[src/rtl/serial_alu_seq.sv]
// Bit-serial ALU: one result bit per clock, LSB first, through a single-bit
// logic/adder cell. Flags are captured on the edge that processes the MSB.
module serial_alu_seq #(
    parameter int WIDTH = 32
) (
    input  logic             clk,
    input  logic             rst_n,
    input  logic             start,
    input  logic [2:0]       op,
    input  logic [WIDTH-1:0] a,
    input  logic [WIDTH-1:0] b,
    output logic             ready,
    output logic             out_valid,
    input  logic             out_ready,
    output logic [WIDTH-1:0] result,
    output logic             carry_out,
    output logic             overflow,
    output logic             zero
);

    localparam int IDX_W = $clog2(WIDTH);
    localparam logic [IDX_W-1:0] LAST_IDX = IDX_W'(WIDTH - 1);

    localparam logic [2:0] OP_NOT = 3'b000;
    localparam logic [2:0] OP_AND = 3'b001;
    localparam logic [2:0] OP_OR  = 3'b010;
    localparam logic [2:0] OP_XOR = 3'b011;
    localparam logic [2:0] OP_ADD = 3'b100;
    localparam logic [2:0] OP_SUB = 3'b101;

    typedef enum logic [1:0] {
        S_IDLE = 2'b00,
        S_RUN  = 2'b01,
        S_DONE = 2'b10
    } state_t;

    // Single-bit cell: returns {carry_out, sum}. Reserved codes yield zero.
    function automatic logic [1:0] bit_cell(input logic [2:0] op_code,
                                            input logic a_bit,
                                            input logic b_bit,
                                            input logic c_in);
        logic b_eff;
        b_eff = (op_code == OP_SUB) ? ~b_bit : b_bit;
        case (op_code)
            OP_NOT:  bit_cell = {1'b0, ~a_bit};
            OP_AND:  bit_cell = {1'b0, a_bit & b_bit};
            OP_OR:   bit_cell = {1'b0, a_bit | b_bit};
            OP_XOR:  bit_cell = {1'b0, a_bit ^ b_bit};
            OP_ADD,
            OP_SUB:  bit_cell = {(a_bit & b_eff) | (a_bit & c_in) | (b_eff & c_in),
                                 a_bit ^ b_eff ^ c_in};
            default: bit_cell = 2'b00;
        endcase
    endfunction

    function automatic logic is_arith(input logic [2:0] op_code);
        is_arith = (op_code == OP_ADD) || (op_code == OP_SUB);
    endfunction

    state_t            state_r;
    state_t            state_next_s;
    logic [WIDTH-1:0]  a_r;
    logic [WIDTH-1:0]  b_r;
    logic [2:0]        op_r;
    logic [IDX_W-1:0]  idx_r;
    logic              carry_r;
    logic [WIDTH-1:0]  result_r;
    logic              carry_out_r;
    logic              overflow_r;
    logic              zero_r;
    logic [1:0]        cell_s;
    logic [WIDTH-1:0]  result_next_s;
    logic              last_bit_s;
    logic              ready_s;
    logic              out_valid_s;

    // State register.
    always_ff @(posedge clk) begin
        if (!rst_n) begin
            state_r <= S_IDLE;
        end else begin
            state_r <= state_next_s;
        end
    end

    // Next-state logic.
    always_comb begin
        state_next_s = state_r;
        case (state_r)
            S_IDLE: begin
                if (start) state_next_s = S_RUN;
                else       state_next_s = S_IDLE;
            end
            S_RUN: begin
                if (last_bit_s) state_next_s = S_DONE;
                else            state_next_s = S_RUN;
            end
            S_DONE: begin
                if (out_ready) state_next_s = S_IDLE;
                else           state_next_s = S_DONE;
            end
            default: state_next_s = S_IDLE;
        endcase
    end

    // Output decode from the state register.
    always_comb begin
        ready_s     = 1'b0;
        out_valid_s = 1'b0;
        case (state_r)
            S_IDLE:  ready_s     = 1'b1;
            S_DONE:  out_valid_s = 1'b1;
            default: begin
                ready_s     = 1'b0;
                out_valid_s = 1'b0;
            end
        endcase
    end

    // Current bit through the cell, and the result as it will be after this edge.
    always_comb begin
        cell_s                = bit_cell(op_r, a_r[idx_r], b_r[idx_r], carry_r);
        result_next_s         = result_r;
        result_next_s[idx_r]  = cell_s[0];
        last_bit_s            = (idx_r == LAST_IDX);
    end

    // Operand latch, serial datapath and flag capture.
    always_ff @(posedge clk) begin
        if (!rst_n) begin
            a_r         <= {WIDTH{1'b0}};
            b_r         <= {WIDTH{1'b0}};
            op_r        <= 3'b000;
            idx_r       <= {IDX_W{1'b0}};
            carry_r     <= 1'b0;
            result_r    <= {WIDTH{1'b0}};
            carry_out_r <= 1'b0;
            overflow_r  <= 1'b0;
            zero_r      <= 1'b0;
        end else begin
            case (state_r)
                S_IDLE: begin
                    if (start) begin
                        a_r         <= a;
                        b_r         <= b;
                        op_r        <= op;
                        idx_r       <= {IDX_W{1'b0}};
                        carry_r     <= (op == OP_SUB);
                        result_r    <= {WIDTH{1'b0}};
                        carry_out_r <= 1'b0;
                        overflow_r  <= 1'b0;
                        zero_r      <= 1'b0;
                    end
                end
                S_RUN: begin
                    result_r <= result_next_s;
                    carry_r  <= cell_s[1];
                    idx_r    <= idx_r + IDX_W'(1);
                    // carry_r here is the carry into the MSB when on the last bit
                    if (last_bit_s) begin
                        carry_out_r <= is_arith(op_r) & cell_s[1];
                        overflow_r  <= is_arith(op_r) & (carry_r ^ cell_s[1]);
                        zero_r      <= (result_next_s == {WIDTH{1'b0}});
                    end
                end
                default: begin
                end
            endcase
        end
    end

    assign ready     = ready_s;
    assign out_valid = out_valid_s;
    assign result    = result_r;
    assign carry_out = carry_out_r;
    assign overflow  = overflow_r;
    assign zero      = zero_r;

endmodule

[config.mk]
export PLATFORM = sky130hd
export DESIGN_NAME = serial_alu_seq
export DESIGN_NICKNAME = d
export VERILOG_FILES = /design/src/rtl/serial_alu_seq.sv
export SDC_FILE = /design/constraint.sdc
export NUM_CORES = 1
export LEC_CHECK = 0
export CORE_MARGIN = 2
export CORE_UTILIZATION = 52
export DETAILED_ROUTE_END_ITERATION = 8
export PLACE_DENSITY = 0.87
export SYNTH_ARGS = -nofsm -noshare
export SYNTH_HDL_FRONTEND = slang
export SYNTH_SLANG_ARGS = --single-unit
[constraint.sdc]
create_clock -name clk -period 4.8 [get_ports clk]
set_clock_uncertainty 0.05 [all_clocks]
set_input_delay 0.96 -clock clk [delete_from_list [all_inputs] [get_ports clk]]
set_output_delay 0.96 -clock clk [all_outputs]
set_load 0.02 [all_outputs]
==> results of run 1 <==
per-layer routing:
layer	part of all wire, %	global-route usage (%)
met2	50	46.5
met5	0	0
met3	7.1	4.22
met1	41	33.3
met4	1.5	6.50
path summary, 6_finish.rpt:
check / endpoint / slack [ns] / cells after the start
min reg2reg: b_r[11] / 0.41 / 2
max: zero / 0.57 / 13
max reg2reg: zero / 0.57 / 13
min: b_r[11] / 0.41 / 2
layout make-up:
class / count / area, µm²
fill: 844 / 3500
tap: 136 / 170
sequential: 110 / 2200
timing repair buffer: 121 / 1180
clock buffer: 9 / 124
clock inverter: 7 / 82.6
inverter: 10 / 37.5
multi-input combinational: 508 / 3130
cell usage after synthesis (all sizes together) (3+ instances only):
cell,n
nand2,161
dfxtp,110
a21oi,93
clkbuf,42
nor2,28
o21ai,21
buf,18
mux2i,16
o22ai,13
nand2b,11
nor2b,11
mux4,10
nand3,10
o32ai,10
inv,9
nor3,9
o41ai,9
o211ai,8
ha,7
nand4,7
o311ai,7
or3,7
nand3b,6
mux2,4
nand4b,4
o21a,4
o31ai,4
or4,4
a32oi,3
o21bai,3
o22a,3
o32a,3
critical path, delay by kind of cell, from the launching register on:
| kind | cells | cell delay, ns |
|---|---|---|
| adder cells (fa/ha/maj) | 1 | 0.44 |
| AND/OR/NAND/NOR | 3 | 0.34 |
| multiplexers | 1 | 0.53 |
| flip-flops | 1 | 0.58 |
| buffers and inverters | 1 | 0.30 |
| XOR/XNOR | 1 | 0.22 |
| AO/OA/AOI/OAI | 6 | 1.73 |
logic make-up (layout without fill, tap and decap cells):
logic type      count (synthesis)  in the layout  synth area share, %
flops                         110            110                 39.2
mux                            30             30                 7.66
compound gates                196            196                 22.9
simple gates                  272            272                 22.7
buf+inv                        70            147                 5.30
xor+xnor                        2              2                0.312
fa+ha+maj                       8              8                 1.91
where the power goes:
group	switching, µW	leakage [µW]	internal, µW	total [µW]
Combinational	153	0.00138	126	280
Clock	371	0.000107	212	583
Sequential	24.8	0.000897	950	975
state kept, by name, summed over array words and instances (netlist names):
name,count
a_r,32
result,32
carry_r,1
idx_r,5
b_r,32
op_r,3
carry_out,1
overflow,1
state_r,2
zero,1
through the flow:
stage | hold WS (ns) | total power [µW] | utilization, % | cell area, µm² | cells
4_1_cts | 0.413 | 1830 | 66.4 | 6920 | 901
5_1_grt | 0.436 | 1900 | 66.4 | 6920 | 901
2_1_floorplan | 0.383 | 1160 | - | 5620 | 688
3_3_place_gp | 0.394 | 1260 | 64.4 | 6710 | 885
3_5_place_dp | 0.398 | 1270 | 64.4 | 6710 | 885
6_report | 0.412 | 1840 | 66.4 | 6920 | 901
==> metrics.md, run 1 <==
| Metric | Value |
|---|---|
| Status | `completed` |
| Die Y | `108 µm` |
| Seq cells post-synth | `110` |
| H-tree depth | `3` |
| Critical Path End Type | `flop` |
| Clk_lat worst skew | `0.39 ns` |
| Die Footprint | `11700 µm²` |
| GRT overflow | `0` |
| PwrDens | `266 nW/µm²` |
| Syn_nets | `767` |
| Die W | `108 µm` |
| Final net count | `839` |
| Critical Path RT | `5.08 ns` |
| Initial core utilization | `54.0%` |
| CP Cell Sequence | `buf_4 -> mux4_2 -> nand3b_1 -> a21oi_1 -> a211oi_1 -> xor2_1 -> fa_1 -> nand3b_1 -> o311ai_1 -> o41ai_1 -> nand4_1 -> a2111oi_0 -> a21o_1` |
| Synth Cell Area | `5620 µm²` |
| Total number of vias | `5504` |
| Layout cells sized above 1 | `8.10%` |
| Critical Setup Path Class | `reg2reg` |
| Clock-pin slew on the worst setup and hold paths | `0.11 ns` |
| CTS tree | `built` |
| Count of final hold-check violations | `0` |
| Synth top area share | `39.2%` |
| Post-synth EDFFs | `0` |
| Drt drc | `0` |
| Initial antenna violation count | `0` |
| Slew HR | `28.6%` |
| Vias in the first global route | `5090` |
| CP dominant cell by count | `nand3b_1` |
| # rows | `37` |
| Synth Area per Inst | `8.17 µm²` |
| Dpl hpwl | `10800 µm` |
| Slowest Stage Delay on Critical Path | `0.58 ns` |
| Gate count after technology mapping | `688` |
| N_diodes | `0` |
| Worst VDD drop | `163 µV` |
| Pin count of the biggest net entering global routing | `98` |
| First-pass GRT wire length | `24600 µm` |
| Synth-to-layout area growth | `23.1%` |
| CTS buffer count | `9` |
| Antenna Violating Nets Remaining | `0` |
| Dpl ws | `0.587 ns` |
| Final setup TNS | `0 ns` |
| Async S/R FF share, synth | `0%` |
| Via density | `6.11` |
| Worst Setup SP | `idx_r[0]` |
| RSZ-0062 raised after global routing | `no` |
| I/O pins | `108` |
| Tcrit/Tclk final | `88.1%` |
| Final WS setup | `0.571 ns` |
| Worst-Margin Slew | `1.05 ns` |
| Total GRT Usage | `26.2%` |
| Clk buf depth | `2` |
| RD Place Congestion | `0.916` |
| CTS resizes | `0` |
| Commonest non-fill, non-tap cell in the layout | `nand2_1` |
| Post-layout min period | `4.23 ns` |
| Hold-fix buffer count after cts | `0` |
| Most frequent cells in the layout | `nand2_1 (159), dfxtp_1 (110), clkdlybuf4s50_1 (107)` |
| CP max stage cell | `dfxtp_1` |
| Yosys warns | `0` |
| CP Launch Type | `flop` |
| Final Max Slew Viols | `0` |
| DR iter-0 viols | `462` |
| WL final | `15300 µm` |
| Maximum clock rate | `236 MHz` |
| Critical Path AT | `4.51 ns` |
| Seq/Total Area, Yosys | `39.2%` |
| Total clock sinks | `110` |
| Hold Startpoint | `b_r[11]` |
| Leak Pwr | `0.00239 µW` |
| Core area | `10400 µm²` |
| Maxcap violations | `0` |
| Final setup vio count | `0` |
| R2r startpoint | `idx_r[0]` |
| Largest area contributor in the netlist | `dfxtp_1` |
| Top FF cell, synth | `dfxtp_1` |
| Drt first pass iters | `5` |
| Clock root cell | `clkbuf_8` |
| Top cells by area, synth | `dfxtp_1 (39%), nand2_1 (11%), a21oi_1 (8.3%), mux4_2 (4.0%), mux2i_1 (2.8%)` |
| HP Class | `reg2reg` |
| Setup bufs post-CTS | `0` |
| DR WL/cell | `17.0 µm` |
| Port buffer count | `107` |
| CP max FO | `15` |
| Yosys cell types | `64` |
No activity file was read; power rests on OpenSTA's default activity.
==> run 2: changes to the inputs <==
--- a/config.mk
+++ b/config.mk
@@ -6,9 +6,10 @@
 export NUM_CORES = 1
 export LEC_CHECK = 0
 export CORE_MARGIN = 2
-export CORE_UTILIZATION = 52
+export CORE_UTILIZATION = 45
+export CTS_CLUSTER_SIZE = 14
 export DETAILED_ROUTE_END_ITERATION = 8
-export PLACE_DENSITY = 0.87
+export PLACE_DENSITY = 0.78
 export SYNTH_ARGS = -nofsm -noshare
 export SYNTH_HDL_FRONTEND = slang
 export SYNTH_SLANG_ARGS = --single-unit
==> run 2 against run 1 <==
Against the previous run: via count decreased by 2.6%; sequential power about the same; fmax decreased by 1.5%; final cell count increased by 3.9%; wire length increased by 3.3%; clock power increased by 37%; critical endpoint unchanged; non-clock buffer count increased by 3; power increased by 12%; combinational power about the same; highest routed layer unchanged.
==> metrics.md, run 2 (synthesis results as in run 1) <==
| Metric | Value |
|---|---|
| Critical Path RT | `5.05 ns (-0.03 ns)` |
| Port buffer count | `107 (unchanged)` |
| R2r startpoint | `idx_r[1]` |
| Critical Path AT | `4.55 ns (+0.04 ns)` |
| Initial core utilization | `46.4% (-7.6 points)` |
| Commonest non-fill, non-tap cell in the layout | `nand2_1` |
| Slew HR | `28.9% (+0.32 points)` |
| Clk buf depth | `2 (unchanged)` |
| Die W | `116 µm (+7.2%)` |
| WL final | `15800 µm (+3.3%)` |
| Layout cells sized above 1 | `8.72% (+0.62 points)` |
| Drt drc | `0 (unchanged)` |
| # rows | `40 (+8.1%)` |
| GRT overflow | `0 (unchanged)` |
| DR WL/cell | `16.9 µm (-0.61%)` |
| Tcrit/Tclk final | `89.5% (+1.4 points)` |
| Final Max Slew Viols | `0 (unchanged)` |
| Die Y | `116 µm (+7.2%)` |
| Via density | `5.73 (-6.2%)` |
| RSZ-0062 raised after global routing | `no` |
| Cell-internal power | `1510 µW (+18%)` |
| H-tree depth | `3 (unchanged)` |
| Dpl ws | `0.220 ns (-0.367 ns)` |
| I/O pins | `108 (unchanged)` |
| Final WS setup | `0.504 ns (-0.0665 ns)` |
| Critical Path End Type | `flop` |
| Sw Share | `26.1% (-3.8 points)` |
| Antenna Violating Nets Remaining | `0 (unchanged)` |
| N_diodes | `0 (unchanged)` |
| Status | `completed` |
| DR iter-0 viols | `371 (-20%)` |
| Reg2reg end | `zero` |
| Initial antenna violation count | `0 (unchanged)` |
| Worst VDD drop | `174 µV (+7.0%)` |
| Clk_lat worst skew | `0.35 ns (-0.04 ns)` |
| R2R depth | `12 (-1)` |
| R2R Setup Slk | `0.50 ns (-0.07 ns)` |
| Core area | `12100 µm² (+16%)` |
| Worst Setup SP | `idx_r[1]` |
| Total number of vias | `5361 (-2.6%)` |
| RD Place Congestion | `0.885 (-3.4%)` |
| Post-layout min period | `4.30 ns (+0.0665 ns)` |
| PwrDens | `288 nW/µm² (+8.6%)` |
| Count of final hold-check violations | `0 (unchanged)` |
| Pin count of the biggest net entering global routing | `98 (unchanged)` |
| Maxcap violations | `0 (unchanged)` |
| Hold Startpoint | `a_r[10]` |
| Filler instances | `1110 (+32%)` |
| Clock-pin slew on the worst setup and hold paths | `0.08 ns (-0.03 ns)` |
| Maximum clock rate | `233 MHz (-1.5%)` |
| Worst-Margin Slew | `1.07 ns (+0.0118 ns)` |
| Total clock sinks | `110 (unchanged)` |
| Sw power | `536 µW (-2.4%)` |
| Final setup TNS | `0 ns (unchanged)` |
| CP endpoint | `zero` |
| CP max FO | `14 (-1)` |
| Most frequent cells in the layout | `nand2_1 (159), dfxtp_1 (110), clkdlybuf4s50_1 (107)` |
| CTS buffer count | `9 (unchanged)` |
| Vias in the first global route | `5072 (-0.35%)` |
| Final setup vio count | `0 (unchanged)` |
| Total GRT Usage | `23.9% (-2.3 points)` |
| HP Class | `reg2reg` |
| Clock root cell | `clkbuf_16` |
| Drt first pass iters | `5 (unchanged)` |
| Power share of the clock group | `38.8% (+7.1 points)` |
| Critical Setup Path Class | `reg2reg` |
| Synth-to-layout area growth | `26.4%` |
| CP Launch Type | `flop` |
| Comb power frac | `13.6% (-1.6 points)` |
| Dpl hpwl | `11100 µm (+2.9%)` |
| First-pass GRT wire length | `25400 µm (+3.4%)` |
| Leak Pwr | `0.00246 µW (+3.0%)` |
| CTS tree | `built` |
| Seq pwr share | `47.6% (-5.5 points)` |
| Final net count | `842 (+0.36%)` |
| Die Footprint | `13400 µm² (+15%)` |
==> run 2: through the flow <==
| stage | hold WS [ns] | cell area (µm²) | total power, µW | cells | utilization [%] |
|---|---|---|---|---|---|
| 4_1_cts | 0.406 | 7090 | 2050 | 936 | 58.6 |
| 5_1_grt | 0.419 | 7110 | 2110 | 936 | 58.7 |
| 6_report | 0.405 | 7110 | 2050 | 936 | 58.7 |
| 2_1_floorplan | 0.383 | 5620 | 1160 | 688 | - |
| 3_5_place_dp | 0.397 | 6780 | 1270 | 920 | 56.0 |
| 3_3_place_gp | 0.395 | 6780 | 1260 | 920 | 56.0 |
==> run 2: how the worst min path moves through the flow <==
stage | end | cells past startpoint | slack [ns]
floorplan | a_r[28] | 2 | 0.38
global route | a_r[10] | 2 | 0.42
CTS | a_r[10] | 2 | 0.41
global placement | b_r[24] | 2 | 0.40
finish | a_r[10] | 2 | 0.41
detailed placement | b_r[23] | 2 | 0.40
==> run 2: power groups by stage <==
stage	Sequential [µW]	Combinational, µW	Clock [µW]
6_report	976	279	796
5_1_grt	981	307	827
4_1_cts	976	277	797
2_1_floorplan	987	174	0
3_3_place_gp	996	266	0
3_5_place_dp	998	276	0
==> run 2: routing by layer <==
| layer | vias to the layer above | track usage (%) | part of all wire [%] |
|---|---|---|---|
| met5 | - | 0 | 0 |
| met3 | 34 | 3.14 | 5.4 |
| li1 | 2609 | - | - |
| met4 | 0 | 10.6 | 2.4 |
| met1 | 2527 | 30.4 | 43 |
| met2 | 191 | 40.9 | 49 |
==> run 2: timing repair <==
item                                    in CTS  in global routing
resized for setup                            0                  2
setup buffers                                0                  0
hold buffers                                 0                  0
endpoints found under the setup margin       0                  7
==> run 2: worst max-delay path: stages, from the launching register on <==
cell,delay (ns)
dfxtp_1,0.81
mux4_2,0.58
nor2b_1,0.14
o32a_1,0.38
nor3_1,0.28
inv_1,0.13
fa_1,0.46
nand3b_1,0.11
o311ai_2,0.24
o41ai_1,0.38
nand4_1,0.12
a2111oi_0,0.39
a21o_1,0.17
==> run 2: final cells by class <==
class | count | area [µm²] | area share [%]
multi-input cells | 508 | 3140 | 44.2
flip-flops and latches | 110 | 2200 | 31.0
repair buffers | 124 | 1200 | 16.9
clock buffers | 11 | 253 | 3.56
well taps | 168 | 210 | 2.96
clock inverters | 5 | 63.8 | 0.898
inverters | 10 | 37.5 | 0.528
==> run 3: changes to the inputs <==
--- a/config.mk
+++ b/config.mk
@@ -10,6 +10,7 @@
 export CTS_CLUSTER_SIZE = 14
 export DETAILED_ROUTE_END_ITERATION = 8
 export PLACE_DENSITY = 0.78
+export SLEW_MARGIN = 25
 export SYNTH_ARGS = -nofsm -noshare
 export SYNTH_HDL_FRONTEND = slang
 export SYNTH_SLANG_ARGS = --single-unit
==> run 3 against run 2 <==
Against the previous run: sequential power about the same; critical path depth did not move; wire length is 0.27% higher; power is 0.16% higher; fmax barely moved; sequential cell count is the same; clock power about the same; utilization grew 0.23 points; via count is 0.41% higher; die area stayed put; global-route usage is the same; combinational power about the same; critical endpoint unchanged; highest routed layer unchanged.
==> metrics.md, run 3 (synthesis results as in run 1) <==
| Metric | Value |
|---|---|
| Most frequent cells in the layout | `nand2_1 (159), dfxtp_1 (110), clkdlybuf4s50_1 (107)` |
| DR iter-0 viols | `352 (-5.1%)` |
| Final setup TNS | `0 ns (unchanged)` |
| Clock-pin slew on the worst setup and hold paths | `0.08 ns (about the same)` |
| First-pass GRT wire length | `25400 µm (unchanged)` |
| Setup bufs post-CTS | `0 (unchanged)` |
| Port buffer count | `107 (unchanged)` |
| Placed Instances | `920 (unchanged)` |
| Seq pwr share | `47.5% (about the same)` |
| Tcrit/Tclk final | `89.4% (about the same)` |
| Initial core utilization | `46.4% (unchanged)` |
| Dpl hpwl | `11100 µm (unchanged)` |
| Leak Pwr | `0.00247 µW (+0.52%)` |
| GRT overflow | `0 (unchanged)` |
| Critical Path RT | `5.05 ns (about the same)` |
| CTS resizes | `0 (unchanged)` |
| Slowest Stage Delay on Critical Path | `0.81 ns (about the same)` |
| Drt first pass iters | `4 (-1)` |
| CP max stage cell | `dfxtp_1` |
| # rows | `40 (unchanged)` |
| Slew HR | `29.4% (+0.53 points)` |
| Post-layout min period | `4.29 ns (-0.00328 ns)` |
| Cell-internal power | `1520 µW (+0.14%)` |
| Filler instances | `1109 (-0.090%)` |
| Comb power frac | `13.7% (about the same)` |
| Total GRT Usage | `23.9% (unchanged)` |
| Non-Filler Instances | `937 (+0.11%)` |
| HP Class | `reg2reg` |
| Pin count of the biggest net entering global routing | `98 (unchanged)` |
| Die Footprint | `13400 µm² (unchanged)` |
| Worst Setup SP | `idx_r[1]` |
| Status | `completed` |
| Final setup vio count | `0 (unchanged)` |
| Hold-fix buffer count after cts | `0 (unchanged)` |
| Die Y | `116 µm (unchanged)` |
| Core area | `12100 µm² (unchanged)` |
| RSZ-0062 raised after global routing | `no` |
| WL final | `15800 µm (+0.27%)` |
| Hold Startpoint | `a_r[10]` |
| N_diodes | `0 (unchanged)` |
| CP max FO | `14 (unchanged)` |
| R2r startpoint | `idx_r[1]` |
| Worst-Margin Slew | `1.05 ns (-0.0127 ns)` |
| Sw power | `537 µW (+0.21%)` |
| Clock root cell | `clkbuf_16` |
| CTS buffer count | `9 (unchanged)` |
| Total number of vias | `5383 (+0.41%)` |
| Final net count | `843 (+0.12%)` |
| DR WL/cell | `16.9 µm (+0.16%)` |
| Power share of the clock group | `38.8% (about the same)` |
| Layout cells sized above 1 | `8.84% (+0.12 points)` |
| CP Cell Sequence | `mux4_2 -> nor2b_1 -> o32a_1 -> nor3_1 -> inv_1 -> fa_1 -> nand3b_1 -> o311ai_2 -> o41ai_1 -> nand4_1 -> a2111oi_0 -> a21o_1` |
| Clk_lat worst skew | `0.35 ns (about the same)` |
| Final Max Slew Viols | `0 (unchanged)` |
| Die W | `116 µm (unchanged)` |
| H-tree depth | `3 (unchanged)` |
| I/O pins | `108 (unchanged)` |
| Maxcap violations | `0 (unchanged)` |
| Clk buf depth | `2 (unchanged)` |
| PwrDens | `288 nW/µm² (-0.23%)` |
| Initial antenna violation count | `0 (unchanged)` |
| Drt drc | `0 (unchanged)` |
| Critical Setup Path Class | `reg2reg` |
| Total clock sinks | `110 (unchanged)` |
| Sw Share | `26.2% (about the same)` |
| CTS tree | `built` |
| Critical Path AT | `4.55 ns (about the same)` |
| Via density | `5.74 (+0.30%)` |
| Vias in the first global route | `5072 (unchanged)` |
| RD Place Congestion | `0.885 (unchanged)` |
| Maximum clock rate | `233 MHz (about the same)` |
| Worst VDD drop | `174 µV (about the same)` |
| Critical Path End Type | `flop` |
| Synth-to-layout area growth | `26.9%` |
| Count of final hold-check violations | `0 (unchanged)` |
| Commonest non-fill, non-tap cell in the layout | `nand2_1` |
| Antenna Violating Nets Remaining | `0 (unchanged)` |
| CP Launch Type | `flop` |
[run 3: path summary, 6_finish.rpt]
kind         endpoint  slack (ns)  cells after the start
max              zero        0.51                     12
min           a_r[10]        0.41                      2
max reg2reg      zero        0.51                     12
min reg2reg   a_r[10]        0.41                      2
[run 3: per-layer routing]
metal  up-vias  GRT usage (%)  routed length (µm)
met5         -              0                   0
met4         0           10.6                 418
met3        37           3.14                 763
met2       188           40.9                7780
met1      2540           30.4                6880
li1       2618              -                   -
[run 3: power groups by stage]
stage,registers (µW),clock network [µW],logic [µW]
after floorplan,987,0,174
after global placement,996,0,266
after detailed placement,998,0,276
after CTS,976,797,277
after global routing,981,827,309
final,976,796,282
[run 3: per-stage QoR]
step / worst slack [ns] / hold WS [ns] / area (µm²) / util, % / total power, µW
final: 0.508 / 0.406 / 7140 / 58.9 / 2050
after global routing: 0.156 / 0.419 / 7140 / 58.9 / 2120
after CTS: 0.207 / 0.406 / 7090 / 58.6 / 2050
after detailed placement: 0.220 / 0.397 / 6780 / 56.0 / 1270
after global placement: 0.418 / 0.395 / 6780 / 56.0 / 1260
after floorplan: 0.595 / 0.383 / 5620 / - / 1160
[run 3: critical path, delay by kind of cell (launching register included)]
| kind | cells | cell delay [ns] |
|---|---|---|
| compound gates | 5 | 1.56 |
| flops | 1 | 0.81 |
| simple gates | 4 | 0.65 |
| mux | 1 | 0.58 |
| fa+ha+maj | 1 | 0.47 |
| buf+inv | 1 | 0.13 |
[run 3: final cells by class]
class	instances	area (µm²)	share of cell area (%)
Clock inverter	5	63.8	0.894
Clock buffer	11	253	3.54
Multi-Input combinational cell	508	3140	44.0
Inverter	10	37.5	0.526
Tap cell	168	210	2.95
Timing Repair Buffer	125	1230	17.2
Sequential cell	110	2200	30.9
